File: config.mk
export PLATFORM = sky130hd
export DESIGN_NAME = decode_stage
export DESIGN_NICKNAME = d
export VERILOG_FILES = /design/src/rtl/decode_stage.sv
export SDC_FILE = /design/constraint.sdc
export NUM_CORES = 1
export LEC_CHECK = 0
export ABC_AREA = 1
export CORE_UTILIZATION = 48
export DETAILED_ROUTE_END_ITERATION = 7
export HOLD_SLACK_MARGIN = 0.12
export PLACE_DENSITY = 0.85
export SLEW_MARGIN = 25
export SYNTH_ARGS = -nofsm -noshare
export SYNTH_HDL_FRONTEND = slang
export SYNTH_SLANG_ARGS = --single-unit
File: constraint.sdc
create_clock -name clk -period 2.2 [get_ports clk]
set_input_delay 0.33 -clock clk [delete_from_list [all_inputs] [get_ports clk]]
set_output_delay 0.33 -clock clk [all_outputs]
set_load 0.01 [all_outputs]
File: src/rtl/decode_stage.sv
`default_nettype none
// ============================================================================
// Module  : decode_stage
// Brief   : RV32I decode stage; pops fetch words, presents one registered
//           micro-op over valid/ready, halts on ECALL/EBREAK.
// Revision: 1.0 - initial release
// ============================================================================
module decode_stage #(
  parameter logic [31:0] RESET_PC = 32'h0000_0000
) (
  input  logic        clk,
  input  logic        reset,
  input  logic [31:0] instr_in,
  input  logic        ic_empty,
  output logic        trg_next_instr,
  output logic        out_valid,
  input  logic        out_ready,
  output logic [31:0] out_pc,
  output logic [3:0]  out_class,
  output logic [4:0]  out_rd,
  output logic [4:0]  out_rs1,
  output logic [4:0]  out_rs2,
  output logic [2:0]  out_funct3,
  output logic        out_funct7b5,
  output logic [31:0] out_imm,
  output logic [31:0] out_raw,
  output logic        halted,
  input  logic        flush,
  input  logic [31:0] flush_pc,
  input  logic        resume
);

  localparam logic [6:0] c_OP_LUI    = 7'b0110111;
  localparam logic [6:0] c_OP_AUIPC  = 7'b0010111;
  localparam logic [6:0] c_OP_JAL    = 7'b1101111;
  localparam logic [6:0] c_OP_JALR   = 7'b1100111;
  localparam logic [6:0] c_OP_BRANCH = 7'b1100011;
  localparam logic [6:0] c_OP_LOAD   = 7'b0000011;
  localparam logic [6:0] c_OP_STORE  = 7'b0100011;
  localparam logic [6:0] c_OP_OPIMM  = 7'b0010011;
  localparam logic [6:0] c_OP_OP     = 7'b0110011;
  localparam logic [6:0] c_OP_FENCE  = 7'b0001111;
  localparam logic [6:0] c_OP_SYSTEM = 7'b1110011;

  localparam logic [3:0] c_CLS_ILLEGAL = 4'd0;
  localparam logic [3:0] c_CLS_LUI     = 4'd1;
  localparam logic [3:0] c_CLS_AUIPC   = 4'd2;
  localparam logic [3:0] c_CLS_JAL     = 4'd3;
  localparam logic [3:0] c_CLS_JALR    = 4'd4;
  localparam logic [3:0] c_CLS_BRANCH  = 4'd5;
  localparam logic [3:0] c_CLS_LOAD    = 4'd6;
  localparam logic [3:0] c_CLS_STORE   = 4'd7;
  localparam logic [3:0] c_CLS_OPIMM   = 4'd8;
  localparam logic [3:0] c_CLS_OP      = 4'd9;
  localparam logic [3:0] c_CLS_FENCE   = 4'd10;
  localparam logic [3:0] c_CLS_SYSTEM  = 4'd11;

  localparam logic [0:0] c_S_RUN  = 1'b0;
  localparam logic [0:0] c_S_HALT = 1'b1;

  logic [0:0]  r_state;
  logic [0:0]  w_state_next;
  logic [31:0] r_pc_next;
  logic        w_pop;
  logic [3:0]  w_cls;
  logic        w_rd_en;
  logic [31:0] w_imm;
  logic        w_halt_instr;

  logic [31:0] w_imm_i;
  logic [31:0] w_imm_s;
  logic [31:0] w_imm_b;
  logic [31:0] w_imm_u;
  logic [31:0] w_imm_j;

  assign w_imm_i = {{20{instr_in[31]}}, instr_in[31:20]};
  assign w_imm_s = {{20{instr_in[31]}}, instr_in[31:25], instr_in[11:7]};
  assign w_imm_b = {{19{instr_in[31]}}, instr_in[31], instr_in[7],
                    instr_in[30:25], instr_in[11:8], 1'b0};
  assign w_imm_u = {instr_in[31:12], 12'h000};
  assign w_imm_j = {{11{instr_in[31]}}, instr_in[31], instr_in[19:12],
                    instr_in[20], instr_in[30:21], 1'b0};

  // Every listed opcode ends in 2'b11, so compressed/odd words fall to ILLEGAL.
  always_comb begin
    w_cls   = c_CLS_ILLEGAL;
    w_rd_en = 1'b0;
    w_imm   = 32'h0;
    case (instr_in[6:0])
      c_OP_LUI:    begin w_cls = c_CLS_LUI;    w_rd_en = 1'b1; w_imm = w_imm_u; end
      c_OP_AUIPC:  begin w_cls = c_CLS_AUIPC;  w_rd_en = 1'b1; w_imm = w_imm_u; end
      c_OP_JAL:    begin w_cls = c_CLS_JAL;    w_rd_en = 1'b1; w_imm = w_imm_j; end
      c_OP_JALR:   begin w_cls = c_CLS_JALR;   w_rd_en = 1'b1; w_imm = w_imm_i; end
      c_OP_BRANCH: begin w_cls = c_CLS_BRANCH;                 w_imm = w_imm_b; end
      c_OP_LOAD:   begin w_cls = c_CLS_LOAD;   w_rd_en = 1'b1; w_imm = w_imm_i; end
      c_OP_STORE:  begin w_cls = c_CLS_STORE;                  w_imm = w_imm_s; end
      c_OP_OPIMM:  begin w_cls = c_CLS_OPIMM;  w_rd_en = 1'b1; w_imm = w_imm_i; end
      c_OP_OP:     begin w_cls = c_CLS_OP;     w_rd_en = 1'b1;                  end
      c_OP_FENCE:  begin w_cls = c_CLS_FENCE;                  w_imm = w_imm_i; end
      c_OP_SYSTEM: begin w_cls = c_CLS_SYSTEM;                 w_imm = w_imm_i; end
      default:     begin w_cls = c_CLS_ILLEGAL;                                 end
    endcase
  end

  assign w_halt_instr = (w_cls == c_CLS_SYSTEM) && (instr_in[14:12] == 3'b000);

  always_ff @(posedge clk) begin
    if (!reset) r_state <= c_S_RUN;
    else        r_state <= w_state_next;
  end

  always_comb begin
    w_state_next = r_state;
    if (flush) begin
      w_state_next = c_S_RUN;
    end else begin
      case (r_state)
        c_S_RUN:  if (w_pop && w_halt_instr) w_state_next = c_S_HALT;
        c_S_HALT: if (resume) w_state_next = c_S_RUN;
        default:  w_state_next = c_S_RUN;
      endcase
    end
  end

  always_comb begin
    w_pop = reset & ~flush & (r_state == c_S_RUN) & ~ic_empty &
            (~out_valid | out_ready);
    trg_next_instr = w_pop;
    halted         = (r_state == c_S_HALT);
  end

  // Flush leaves the stale fields in place; only out_valid is dropped.
  always_ff @(posedge clk) begin
    if (!reset) begin
      out_valid    <= 1'b0;
      out_pc       <= 32'h0;
      out_class    <= 4'h0;
      out_rd       <= 5'h0;
      out_rs1      <= 5'h0;
      out_rs2      <= 5'h0;
      out_funct3   <= 3'h0;
      out_funct7b5 <= 1'b0;
      out_imm      <= 32'h0;
      out_raw      <= 32'h0;
      r_pc_next    <= RESET_PC;
    end else if (flush) begin
      out_valid <= 1'b0;
      r_pc_next <= flush_pc;
    end else if (w_pop) begin
      out_valid    <= 1'b1;
      out_pc       <= r_pc_next;
      out_class    <= w_cls;
      out_rd       <= w_rd_en ? instr_in[11:7] : 5'h0;
      out_rs1      <= instr_in[19:15];
      out_rs2      <= instr_in[24:20];
      out_funct3   <= instr_in[14:12];
      out_funct7b5 <= instr_in[30];
      out_imm      <= w_imm;
      out_raw      <= instr_in;
      r_pc_next    <= r_pc_next + 32'd4;
    end else if (out_valid && out_ready) begin
      out_valid <= 1'b0;
    end
  end

endmodule
`default_nettype wire

==> impl_metrics.py, run 1 <==
metrics = {
    "logic_synthesis": {
        "yosys.area.top_type_share": 0.428,
        "syn-num-nets": 994,
        "post_synth_num_cell_types": 37,
        "synthCells": 923,
        "netlist_area_um2": 6500,
        "ys_seq_area_frac": 0.428,
        "yosys_warnings": 0,
        "avgSynthCellArea_um2": 7.04,
        "ys_ff_latch": 139,
        "synth_area_leader_cell": "dfxtp_1",
        "yosys-top-cells-area": "dfxtp_1 (43%), nand2_1 (18%), a21oi_1 (6.8%)",
    },
    "finish": {
        "post-route-util": 0.696,
        "area_delta_synth_final_pct": 41.9,
        "drive_above_1_share": 0.0833,
        "final_cells": 1281,
        "nNetsFinal": 1163,
        "fillers": 1070,
        "antenna-diode-count": 0,
    },
    "timing": {
        "rsz0062_at_grt": "false",
        "fin_skew_ps": 5.13,
        "worst_slack_ps": 117,
        "slew_headroom": 0.424,
        "drv_slew": 0,
        "fin_crit_ps": 2080,
        "worst_pin_slew_ps": 864,
        "finalHoldViolations": 0,
        "period_share": 0.947,
        "timing.fmax_mhz": 480,
        "setup_viol": 0,
    },
    "critical_path": {
        "cp-end-kind": "output pin",
        "crit_path_max_incr_delay_ps": 520,
        "critPathSlowestCell": "clkdlybuf4s50_1",
        "required_ps": 1870,
        "critical_path_class": "input port to output pin",
        "cp.arrival_ps": 1750,
        "path_cells": "clkdlybuf4s50_1, clkinv_2, nor2_2, nand3_4, inv_4, clkdlybuf4s50_1",
        "crit_fanout": 2,
        "critPathTopFamily": "buffers and inverters",
        "cp-start-kind": "input port",
        "critical_path_buf_inv_count": 4,
        "path_common_cell": "clkdlybuf4s50_1",
    },
    "drt": {
        "ant_nets": 0,
        "drtIter0Drc": 669,
        "vias_per_cell": 5.37,
        "wl_per_cell_um": 14.7,
        "first_pass_iters": 5,
        "drt_wl_total_mm": 18.8,
        "drcViolationCount": 0,
        "vias": 6885,
    },
    "clock_tree": {
        "cts_root_buf": "clkbuf_16",
        "cts_resized": 0,
        "cts_buffer_depth": 2,
        "clk_latency_ps": 430,
        "postCtsHoldBufs": 0,
        "htree_levels": 4,
        "postCtsSetupBuffers": 0,
        "cts_buffers": 17,
        "tritoncts": "built",
        "path_clk_slew_ps": 60,
        "cts_sinks": 139,
    },
    "outcome": {
        "outcome": "finished, final reports clean",
    },
    "power_and_ir_drop": {
        "power_switching_uw": 1520,
        "p_seq_frac": 0.405,
        "powerDensity_nw_per_um2": 716,
        "p_int_uw": 5080,
        "combPwrFrac": 0.103,
        "clockPowerShare": 0.492,
        "total_power_uw": 6600,
        "power.leakage_uw": 0.00354,
        "p_sw_frac": 0.230,
        "ir_worst_vdd_mv": 0.454,
    },
    "global_route": {
        "antenna_found_initial": 0,
        "grt_pass1_vias": 6187,
        "grt_remaining_overflow": 0,
        "grt_pass1_wl_mm": 30.7,
        "grt_use_total": 0.276,
        "grt_max_degree": 106,
    },
    "placement": {
        "gp_congestion": 0.882,
        "hpwl_mm": 12.8,
        "dp.cells": 1249,
        "pre_cts_slack_ps": -21.4,
        "portBuffers": 191,
    },
    "floorplanning": {
        "io_pins": 192,
        "initial_utilization": 0.491,
        "die_h_um": 118,
        "die_area_um2": 14000,
        "core-area_um2": 13200,
        "die_w_um": 118,
        "rows": 42,
    },
    "flow_run": {
        "drv_cap": 0,
    },
    "worst_hold_path": {
        "hp-class": "flip-flop to flip-flop",
    },
}
sequential cells by signal, summed over array words and instances, names as in the netlist:
name and count:
out_class 4, halted 1, out_rd 5, out_rs1 4, out_imm 32, out_valid 1, out_rs2 4, out_pc 32
out_funct3 2, out_raw 22, r_pc_next 32
metal layers:
metal	share of wire	track usage	up-vias
met5	0	0	-
met4	0.029	0.131	0
met3	0.076	0.0598	44
met2	0.48	0.456	329
met1	0.42	0.342	3174
li1	-	-	3338
Yosys cell counts (all sizes together):
| library cell | count |
|---|---|
| nor2 | 81 |
| a41oi | 1 |
| nor3 | 7 |
| o21ai | 31 |
| ha | 1 |
| nor4 | 1 |
| buf | 43 |
| nand2 | 316 |
| a22oi | 1 |
| nand4 | 31 |
| a22o | 2 |
| a31oi | 13 |
| a21oi | 98 |
| nand3b | 10 |
| o211ai | 3 |
| inv | 49 |
| clkinv | 5 |
| o211a | 1 |
| a211oi | 1 |
| o21a | 11 |
| clkbuf | 23 |
| dfxtp | 139 |
| xnor2 | 2 |
| xor2 | 4 |
| a221oi | 1 |
| nand3 | 48 |
final cells by class:
type,count,area (um2),share of cell area
Multi-Input combinational cell,664,3140,0.340
Sequential cell,139,2780,0.302
Timing Repair Buffer,216,2200,0.239
Clock buffer,20,447,0.0485
Tap cell,176,220,0.0239
Clock inverter,12,219,0.0238
Inverter,54,208,0.0225
cell usage in the layout (no fill, tap or decap), drive strengths merged:
cell type,Yosys,routed
a211oi,1,1
a21oi,98,98
a221oi,1,1
a22o,2,2
a22oi,1,1
a31oi,13,13
a41oi,1,1
buf,43,25
bufinv,0,6
clkbuf,23,20
clkdlybuf4s50,0,191
clkinv,5,9
clkinvlp,0,2
dfxtp,139,139
ha,1,1
inv,49,49
nand2,316,316
nand3,48,48
nand3b,10,10
nand4,31,31
nor2,81,81
nor3,7,7
nor4,1,1
o211a,1,1
o211ai,3,3
o21a,11,11
o21ai,31,31
xnor2,2,2
xor2,4,4
path summary, 6_finish.rpt:
path,startpoint,to,slack (ps),cells past startpoint
worst max register to register,r_pc_next[3],r_pc_next[26],290,10
worst max-delay path,reset,trg_next_instr,120,6
worst min register to register,out_imm[6],out_imm[6],460,2
worst min-delay path,out_imm[6],out_imm[6],460,2
worst min-delay path, cell delays in order, from the launching register on:
cell     delay, ps
dfxtp_1        310
nand2_1         60
a21oi_1         50
power by group through the flow:
stage          logic [uW]  registers [uW]  clock network (uW)
2_1_floorplan         303            2730                   0
3_3_place_gp          663            2730                   0
3_5_place_dp          670            2730                   0
4_1_cts               676            2670                3270
5_1_grt               740            2690                3370
6_report              679            2680                3250
kinds of logic (layout without fill, tap and decap cells):
kind of cell / count (synthesis) / count (layout) / share of synthesized area
and+or+nand+nor: 494 / 494 / 0.327
adders and majority gates: 1 / 1 / 0.00193
xor gates and xnor gates: 6 / 6 / 0.00809
DFF: 139 / 139 / 0.428
AOI/OAI and AO/OA: 163 / 163 / 0.143
buffers and inverters: 120 / 302 / 0.0913
metrics by stage:
stage / setup TNS (ps) / hold slack [ps] / cell area (um2)
6_report: 0 / 462 / 9220
2_1_floorplan: 0 / 436 / 6500
5_1_grt: 0 / 481 / 9220
3_5_place_dp: -21.4 / 452 / 8550
4_1_cts: 0 / 465 / 9210
3_3_place_gp: -8.27 / 450 / 8540
Note: power is estimated with default switching activity, not from simulation.
==> run 2: changes to the inputs <==
SKIP_LAST_GASP = 1   (was unset)
==> results of run 2 <==
The final DEF is identical to that of run 1; final timing and power are the same.
